## config.mk

```make
export PLATFORM = sky130hd
export DESIGN_NAME = key_event_sched
export DESIGN_NICKNAME = d
export VERILOG_FILES = /design/src/rtl/key_sched_pkg.sv /design/src/rtl/key_evt_fifo.sv /design/src/rtl/key_event_sched.sv
export SDC_FILE = /design/constraint.sdc
export NUM_CORES = 1
export LEC_CHECK = 0
export ABC_AREA = 1
export BUFFER_PORTS_ARGS = -buffer_cell sky130_fd_sc_hd__buf_2
export CAP_MARGIN = 25
export CORE_ASPECT_RATIO = 2
export CORE_MARGIN = 2
export CORE_UTILIZATION = 45
export CTS_CLUSTER_SIZE = 14
export DETAILED_ROUTE_END_ITERATION = 7
export PLACE_DENSITY = 0.58
export SLEW_MARGIN = 10
export SYNTH_ARGS = -nofsm -noshare
export SYNTH_HDL_FRONTEND = slang
export SYNTH_SLANG_ARGS = --single-unit
```

## constraint.sdc

```tcl
create_clock -name clk_sys -period 3.03 [get_ports clk_sys]
set_input_delay 0.606 -clock clk_sys [delete_from_list [all_inputs] [get_ports clk_sys]]
set_output_delay 0.606 -clock clk_sys [all_outputs]
set_load 0.01 [all_outputs]
```

## src/rtl/key_sched_pkg.sv

```systemverilog
// key_sched_pkg: shared types for the key event scheduler.
// Rev 1.0
`default_nettype none

package key_sched_pkg;

  typedef struct packed {
    logic       press;
    logic [7:0] code;
  } key_evt_t;

  typedef enum logic [1:0] {
    IDLE    = 2'd0,
    ISSUE   = 2'd1,
    HOLD    = 2'd2,
    RELEASE = 2'd3
  } sched_state_t;

  localparam logic [7:0] KEY_PAUSE = 8'h00;

endpackage

`default_nettype wire

```

## src/rtl/key_evt_fifo.sv

```systemverilog
// key_evt_fifo: show-ahead synchronous FIFO of key events with flush.
// Rev 1.0
`default_nettype none

module key_evt_fifo
  import key_sched_pkg::*;
#(
  parameter int DEPTH = 16
) (
  input  logic                   clk,
  input  logic                   reset_n,
  input  logic                   push,
  input  logic                   pop,
  input  logic                   flush,
  input  key_evt_t               din,
  output key_evt_t               dout,
  output logic [$clog2(DEPTH):0] count,
  output logic                   full,
  output logic                   empty
);

  localparam int AW = $clog2(DEPTH);

  key_evt_t        mem [DEPTH];
  logic [AW-1:0]   wr_ptr;
  logic [AW-1:0]   rd_ptr;
  logic            do_push;
  logic            do_pop;

  // The extra count bit separates full from empty when the pointers coincide.
  assign full    = (count == (AW + 1)'(DEPTH));
  assign empty   = (count == '0);
  assign do_push = push && !full;
  assign do_pop  = pop && !empty;
  assign dout    = mem[rd_ptr];

  always_ff @(posedge clk) begin
    if (!reset_n || flush) begin
      wr_ptr <= '0;
      rd_ptr <= '0;
      count  <= '0;
    end else begin
      if (do_push) wr_ptr <= wr_ptr + AW'(1);
      if (do_pop)  rd_ptr <= rd_ptr + AW'(1);
      count <= count + (AW + 1)'(do_push) - (AW + 1)'(do_pop);
    end
  end

  always_ff @(posedge clk) begin
    if (do_push && reset_n && !flush) mem[wr_ptr] <= din;
  end

endmodule

`default_nettype wire

```

## src/rtl/key_event_sched.sv

```systemverilog
// key_event_sched: merges live PS/2 events with paced injected events into one strobe stream.
// Rev 1.0
`default_nettype none

module key_event_sched
  import key_sched_pkg::*;
#(
  parameter int         FIFO_DEPTH  = 16,
  parameter int         HOLD_CYCLES = 7000000,
  parameter logic [7:0] ABORT_CODE  = 8'h76
) (
  input  logic                        clk_sys,
  input  logic                        reset_n,
  input  logic [10:0]                 ps2_key,
  input  logic                        inj_valid,
  input  logic [8:0]                  inj_data,
  output logic                        inj_ready,
  output logic                        out_strobe,
  output logic                        out_press,
  output logic [7:0]                  out_code,
  output logic                        busy,
  output logic [$clog2(FIFO_DEPTH):0] fifo_count,
  output logic                        aborted
);

  sched_state_t state;
  sched_state_t state_nxt;
  logic [31:0]  cnt;
  logic         old_toggle;
  logic         live_pend;
  logic         abort_now;
  logic         hold_done;
  logic         fifo_full;
  logic         fifo_empty;
  logic         push;
  logic         pop;
  logic         emit_inj;
  logic         emit_rel;
  key_evt_t     inj_evt;
  key_evt_t     head;
  key_evt_t     cur_evt;
  logic [7:0]   last_code;
  logic         last_press;

  assign inj_evt   = inj_data;
  assign live_pend = (ps2_key[10] != old_toggle);
  assign busy      = !fifo_empty || (state != IDLE);
  assign abort_now = live_pend && ps2_key[9] && !ps2_key[8] &&
                     (ps2_key[7:0] == ABORT_CODE) && busy;
  assign inj_ready = !fifo_full;
  assign push      = inj_valid && !fifo_full && !abort_now;
  assign hold_done = (cnt == 32'(HOLD_CYCLES - 2));

  key_evt_fifo #(.DEPTH(FIFO_DEPTH)) u_fifo (
    .clk     (clk_sys),
    .reset_n (reset_n),
    .push    (push),
    .pop     (pop),
    .flush   (abort_now),
    .din     (inj_evt),
    .dout    (head),
    .count   (fifo_count),
    .full    (fifo_full),
    .empty   (fifo_empty)
  );

  always_ff @(posedge clk_sys) begin
    if (!reset_n) state <= IDLE;
    else          state <= state_nxt;
  end

  // The last HOLD cycle makes the IDLE decision itself, so a non-empty FIFO
  // keeps issue-to-issue spacing at exactly HOLD_CYCLES.
  always_comb begin
    state_nxt = state;
    if (abort_now) begin
      state_nxt = last_press ? RELEASE : IDLE;
    end else begin
      case (state)
        IDLE:    if (pop) state_nxt = ISSUE;
        ISSUE:   if (!live_pend) state_nxt = HOLD;
        HOLD:    if (hold_done) state_nxt = pop ? ISSUE : IDLE;
        RELEASE: if (!live_pend) state_nxt = IDLE;
        default: state_nxt = IDLE;
      endcase
    end
  end

  always_comb begin
    pop      = ((state == IDLE) || ((state == HOLD) && hold_done)) &&
               !fifo_empty && !live_pend;
    emit_inj = (state == ISSUE) && !live_pend && (cur_evt.code != KEY_PAUSE);
    emit_rel = (state == RELEASE) && !live_pend;
  end

  always_ff @(posedge clk_sys) begin
    if (!reset_n) begin
      cnt        <= '0;
      cur_evt    <= '0;
      last_code  <= '0;
      last_press <= 1'b0;
      old_toggle <= ps2_key[10];
      out_strobe <= 1'b0;
      out_press  <= 1'b0;
      out_code   <= '0;
      aborted    <= 1'b0;
    end else begin
      old_toggle <= ps2_key[10];
      if (pop) cur_evt <= head;
      if ((state == HOLD) && (state_nxt == HOLD)) cnt <= cnt + 32'd1;
      else                                        cnt <= '0;

      out_strobe <= live_pend || emit_inj || emit_rel;
      if (live_pend)     {out_press, out_code} <= {ps2_key[9], ps2_key[7:0]};
      else if (emit_inj) {out_press, out_code} <= {cur_evt.press, cur_evt.code};
      else if (emit_rel) {out_press, out_code} <= {1'b0, last_code};

      if (emit_inj) begin
        last_code  <= cur_evt.code;
        last_press <= cur_evt.press;
      end else if (emit_rel) begin
        last_press <= 1'b0;
      end

      if (abort_now) aborted <= 1'b1;
      else if (push) aborted <= 1'b0;
    end
  end

endmodule

`default_nettype wire

```

# --- Yosys cells after proc, flatten, opt, wreduce, memory -nomap -nowiden ---
# Memories as Yosys holds them, arrays and structs flattened. A register that Yosys moved wholly into a read port is not among the register bits.
# Index checks and enable logic that the tools add are counted.
op_classes:
  n_reduce_logical: 37
  addsub: 5
  eq_ne: 8
  mux: 18
ops:
  columns: ["operator", "n"]
  rows:
  - ["$add 32x1->32 const B", 1]
  - ["$eq 32x23->1 const B", 1]
  - ["$mux 8", 3]
  - ["$logic_and 1x1->1", 17]
  - ["$mux 2", 6]
  - ["$add 4x1->4 const B", 2]
  - ["$eq 8x7->1 const B", 1]
  - ["$mux 1", 8]
  - ["$pmux 2 s4", 1]
  - ["$reduce_bool 8->1", 1]
  - ["$logic_not 1->1", 7]
  - ["$eq 2x2->1 const B", 3]
  - ["$reduce_bool 2->1", 3]
  - ["$add 5x1->5", 1]
  - ["$eq 5x5->1 const B", 1]
  - ["$logic_not 5->1", 1]
  - ["$logic_or 1x1->1", 5]
  - ["$sub 5x1->5", 1]
  - ["$reduce_bool 3->1", 1]
  - ["$eq 2x1->1 const B", 1]
  - ["$logic_not 2->1", 1]
  - ["$reduce_and 2->1", 1]
  - ["$ne 1x1->1", 1]
word_totals:
  word_cells: 81
  ramBits: 144
  inputBits: 23
  memories: 1
  reg_bits: 68
  out_inout_bits: 18
memory_table:
  columns: ["name", "words", "word_bits", "rd", "rd_ports_with_merged_regs", "write_ports", "line_no", "text"]
  rows:
  - ["u_fifo.mem", 16, 9, 1, 1, 1, "key_evt_fifo.sv:24", "key_evt_t mem [DEPTH];"]

# --- Logic depth before layout (Yosys ltp) ---
depth:
  ltp_word: 12
  depth_mapped: 23
  ltp_nobuf: 22

# --- By module ---
# A second synthesis with hierarchy kept.
unflattened:
  cells_unflattened: 1175
  area_unflattened_um2: 10447.5
modules_own_cells:
  columns: ["mod", "cells_each", "instances", "area_per_inst_um2", "seq_area_each_um2"]
  rows:
  - ["key_evt_fifo", 717, 1, 7186.9, 4664.5]
  - ["key_event_sched", 458, 1, 3260.6, 1281.2]

# --- Worst setup path after synthesis ---
# Ideal clock, no wire load.
synth_path:
  path_kind: "input to register"
  from: "input port ps2_key[10]"
  to: "register u_fifo.count[4]"
  stages: 20
  t_arrival_ns: 2.479
  setup_time_ns: 0.117
  n_path_buf: 1
  slack_ns: 0.434
  required_ns: 2.913
  cell_sequence: "inv_2 > nand2_1 > nand2_4 > nand2_1 > inv_2 > nand2_4 > inv_2 > buf_6 > ha_1 > inv_1 > ha_1 > inv_1 > fa_1 > inv_1 > a21oi_1 > nor2_1 > nor2_1 > xor2_1 > inv_1 > nor2_1"
synth_via:
  word_cells_on_any_way: 14
  cone_classes: "2 x add/sub; 1 x eq/ne; 11 x reduce/logical"
synth_rtl:
  columns: ["element", "line_no", "text"]
  rows:
  - ["from (decl)", "key_event_sched.sv:14", "input logic [10:0] ps2_key,"]
  - ["$ne 1x1->1", "key_event_sched.sv:46", "assign live_pend = (ps2_key[10] != old_toggle);"]
  - ["$logic_not 1->1", "key_event_sched.sv:91", "!fifo_empty && !live_pend;"]
  - ["$logic_and 1x1->1", "key_event_sched.sv:91", null]
  - ["$logic_and 1x1->1", "key_evt_fifo.sv:34", "assign do_pop = pop && !empty;"]
  - ["named net u_fifo.do_pop", "key_evt_fifo.sv:28", "logic do_pop;"]
  - ["$sub 5x1->5", "key_evt_fifo.sv:45", "count <= count + (AW + 1)'(do_push) - (AW + 1)'(do_pop);"]
  - ["to (signal assigned)", "key_evt_fifo.sv:45", null]
  - ["to (decl)", "key_evt_fifo.sv:17", "output logic [$clog2(DEPTH):0] count,"]
# The timed path passes the listed nets, and every way through them passes these cells.
# A chain may end at the register's enable or synchronous reset.

# --- Final worst setup path ---
layout_path:
  from: "register cnt[0]"
  to: "register u_fifo.count[4]"
layout_via:
  elab_chain_cells: 7
layout_lines:
  columns: ["element", "line_no", "text"]
  rows:
  - ["from (decl)", "key_event_sched.sv:28", "logic [31:0] cnt;"]
  - ["from (signal assigned)", "key_event_sched.sv:110", "if ((state == HOLD) && (state_nxt == HOLD)) cnt <= cnt + 32'd1;"]
  - ["$eq 32x23->1", "key_event_sched.sv:52", "assign hold_done = (cnt == 32'(HOLD_CYCLES - 2));"]
  - ["$logic_and 1x1->1", "key_event_sched.sv:90", "pop = ((state == IDLE) || ((state == HOLD) && hold_done)) &&"]
  - ["$logic_or 1x1->1", "key_event_sched.sv:90", null]
  - ["$logic_and 1x1->1", "key_event_sched.sv:90", null]
  - ["$logic_and 1x1->1", "key_event_sched.sv:91", null]
  - ["$logic_and 1x1->1", "key_evt_fifo.sv:34", null]
  - ["$sub 5x1->5", "key_evt_fifo.sv:45", null]
# No other way between the ends.

==> flow_summary.json <==
{
  "start_kind": "flip-flop",
  "fin_crit_sh_pct": 88.5,
  "fp.dieW_um": 109,
  "switching_power_mw": 2.40,
  "grt.overflow.total": 0,
  "h-tree-depth": 1,
  "seqCellArea_um2": 5870,
  "finalNetCount": 1117,
  "fillers": 2064,
  "rows": 77,
  "rsz0062_at_grt": "no",
  "cap_violations": 0,
  "vias_per_cell": 5.30,
  "min_from": "ps2_key[10]",
  "ys_seq_area_share_pct": 58.7,
  "holdWs_ns": 0.260,
  "worstPathArrival_ns": 3.06,
  "synth_top_family_by_area": "simple AND/OR/NAND/NOR gates",
  "yosys-top-cells-area": "edfxtp_1, dfxtp_1, nor2_1, nand2_1, o21ai_0",
  "rr_endpoint": "u_fifo.count[4]",
  "numCtsBuffers": 21,
  "ctsResizeCount": 0,
  "p_int_mw": 5.25,
  "synth-seq-cells": 221,
  "cts-root-buf": "clkbuf_16",
  "grt_pass1_vias": 7246,
  "r2r_start": "cnt[0]",
  "clk_latency_ns": 0.50,
  "pin_count": 41,
  "multi_input_area_um2": 3530,
  "io_buffers": 40,
  "status": "completed",
  "utilization_pct": 51.0,
  "ys_top_cells_by_count": "nor2_1, nand2_1, edfxtp_1, dfxtp_1, o21ai_0",
  "synth_nets": 1056,
  "seqPwrFrac_pct": 45.1,
  "cpPeakStageDelay_ns": 0.39,
  "die_h_um": 215,
  "pwr-share-comb_pct": 23.2,
  "syn2layout_area_growth_pct": 12.0,
  "start_util_pct": 45.5,
  "clk_path_buf_depth": 3,
  "cp.required_ns": 3.41,
  "p_sw_share_pct": 31.4,
  "synthMuxAreaShare_pct": 0,
  "setup-tns-final_ns": 0,
  "totalWireLength_um": 25100,
  "vias": 7241,
  "clkTransAtPathRegs_ns": 0.07,
  "antenna_cells": 0,
  "post-cts-setup-buffers": 0,
  "gp_congestion": 0.927,
  "finClkSkew_ns": 0.00881,
  "peakVddDrop_uv": 559,
  "synth-simple-area-share_pct": 22.3,
  "setup_violations": 0,
  "cpMaxStageDelayCell": "dfxtp_1",
  "holdPathEnd": "old_toggle",
  "cts_tree": "built",
  "period_needed_ns": 2.68,
  "drive_above_1_share_pct": 16.2,
  "synthFlopType": "edfxtp_1",
  "hold_buffers": 0,
  "synthesis.area_um2": 9990,
  "cp_max_fo": 4,
  "fp.coreArea_um2": 22000,
  "power.total_mw": 7.65,
  "p_per_area_nw_per_um2": 683,
  "crit_start": "cnt[0]",
  "grt_pass1_wl_um": 38800,
  "fmax_mhz": 373,
  "place_ws_ns": 0.332,
  "pwr-share-clk_pct": 31.7,
  "synth_area_per_cell_um2": 9.80,
  "postSynth.asyncResetShare_pct": 0,
  "ys_warn_count": 0,
  "drc": 0,
  "cts_sinks": 221,
  "crit_type": "flip-flop to flip-flop",
  "hold_viol_final": 0,
  "slew_viol_final": 0,
  "drt_iter0_markers": 596,
  "synthAdderAreaFrac_pct": 1.83,
  "synth-compound-area-share_pct": 9.19,
  "tightestPinTransition_ns": 0.757,
  "slew-limit-headroom_pct": 49.5,
  "post_drt_wl_per_cell_um": 18.4,
  "reg2reg_depth": 22,
  "ant_nets": 0,
  "grt_usage_pct": 21.9,
  "cp-end-kind": "flip-flop",
  "synthDominantCellAreaShare_pct": 43.3,
  "hold_path.class": "primary input to flip-flop",
  "synth_cell_type_count": 39,
  "synthXorXnorAreaFrac_pct": 2.02,
  "crit_chain": "inv_1, ha_1, nand2_1, nor2_1, nand2_1, nor2_1, nand2_1, nand2_2, nand2_4, inv_2, ha_1, inv_1, ha_1, inv_1, fa_1, inv_1, a21oi_1, nor2_1, nor2_1, xor2_1, inv_1, nor2_1",
  "die_area_um2": 23500,
  "dr.pass1.iters": 5,
  "p_leak_nw": 4.01,
  "hpwl_um": 17600,
  "grt_start_max_net_pins": 77,
  "holdPathStages": 1,
  "synth_most_common_cell": "nor2_1",
  "yosys.area.top_type": "edfxtp_1",
  "timing.final.ws_setup_ns": 0.347,
  "r2r_slack_ns": 0.35,
  "synth_cells": 1019,
  "antenna_found_initial": 0,
  "synth_edf_count": 144
}
-- cells in the final DEF, fill, tap and decap left out, drive strengths merged --
cell,n
nor2,178
nand2,177
edfxtp,144
o21ai,90
inv,90
buf,79
dfxtp,77
nand3,45
nor3,41
clkbuf,24
xor2,20
o211ai,20
a21oi,17
nand4,17
o221ai,16
ha,13
o22ai,12
clkinv,9
nand3b,7
nor4,3
xnor2,3
clkinvlp,3
and2,1
nor3b,1
o21bai,1
or2,1
fa,1
bufinv,1
-- metrics by stage --
step,instance area (um2),instances
4_1_cts,11200,1367
5_1_grt,11200,1367
2_1_floorplan,9990,1019
6_report,11200,1367
3_3_place_gp,10600,1333
3_5_place_dp,10600,1333
-- flip-flops by register name, summed over array words and instances, names as in the netlist, 2 cells and up --
register       count
out_code           8
cur_evt            9
cnt               32
u_fifo.mem       144
u_fifo.count       5
u_fifo.wr_ptr      4
u_fifo.rd_ptr      4
last_code          8
state              2
-- worst max-delay path, delay by kind of cell, from the launching register on --
kind                     cells  cell delay [ns]
XOR/XNOR                     1             0.14
flip-flops                   1             0.39
buffers and inverters        6             0.32
AO/OA/AOI/OAI                1             0.06
adder cells (fa/ha/maj)      4             0.99
AND/OR/NAND/NOR             10             0.65
-- power groups by stage --
| stage | logic [mW] | registers, mW | clock network (mW) |
|---|---|---|---|
| 6_report | 1.78 | 3.45 | 2.43 |
| 5_1_grt | 2.02 | 3.46 | 2.60 |
| 3_5_place_dp | 1.80 | 3.51 | 0 |
| 2_1_floorplan | 1.30 | 3.51 | 0 |
| 4_1_cts | 1.81 | 3.45 | 2.48 |
| 3_3_place_gp | 1.79 | 3.51 | 0 |
-- layout make-up --
| type | instances | area share, % |
|---|---|---|
| well taps | 276 | 3.09 |
| clock buffers | 24 | 4.80 |
| repair buffers | 79 | 4.40 |
| multi-input cells | 664 | 31.5 |
| clock inverters | 10 | 0.637 |
| inverters | 93 | 3.12 |
| flip-flops and latches | 221 | 52.4 |
-- how the worst max path moves through the flow --
stage	to	slack (ns)	cells past startpoint
floorplan	u_fifo.count[4]	0.43	20
global placement	u_fifo.count[4]	0.33	20
detailed placement	u_fifo.count[4]	0.33	20
CTS	u_fifo.count[4]	0.35	22
global route	u_fifo.count[4]	0.04	20
finish	u_fifo.count[4]	0.35	22
-- logic make-up (layout without fill, tap and decap cells) --
kind of cell | after synthesis | count (layout)
simple gates | 471 | 471
flops | 221 | 221
compound gates | 156 | 156
buf+inv | 134 | 206
xor+xnor | 23 | 23
fa+ha+maj | 14 | 14
-- layer usage --
metal,GRT usage [%],routed length [um]
met5,0,0
met4,12.0,1370
met3,3.28,905
met2,41.7,14200
met1,21.6,8660
Note: power is estimated with default switching activity, not from simulation.
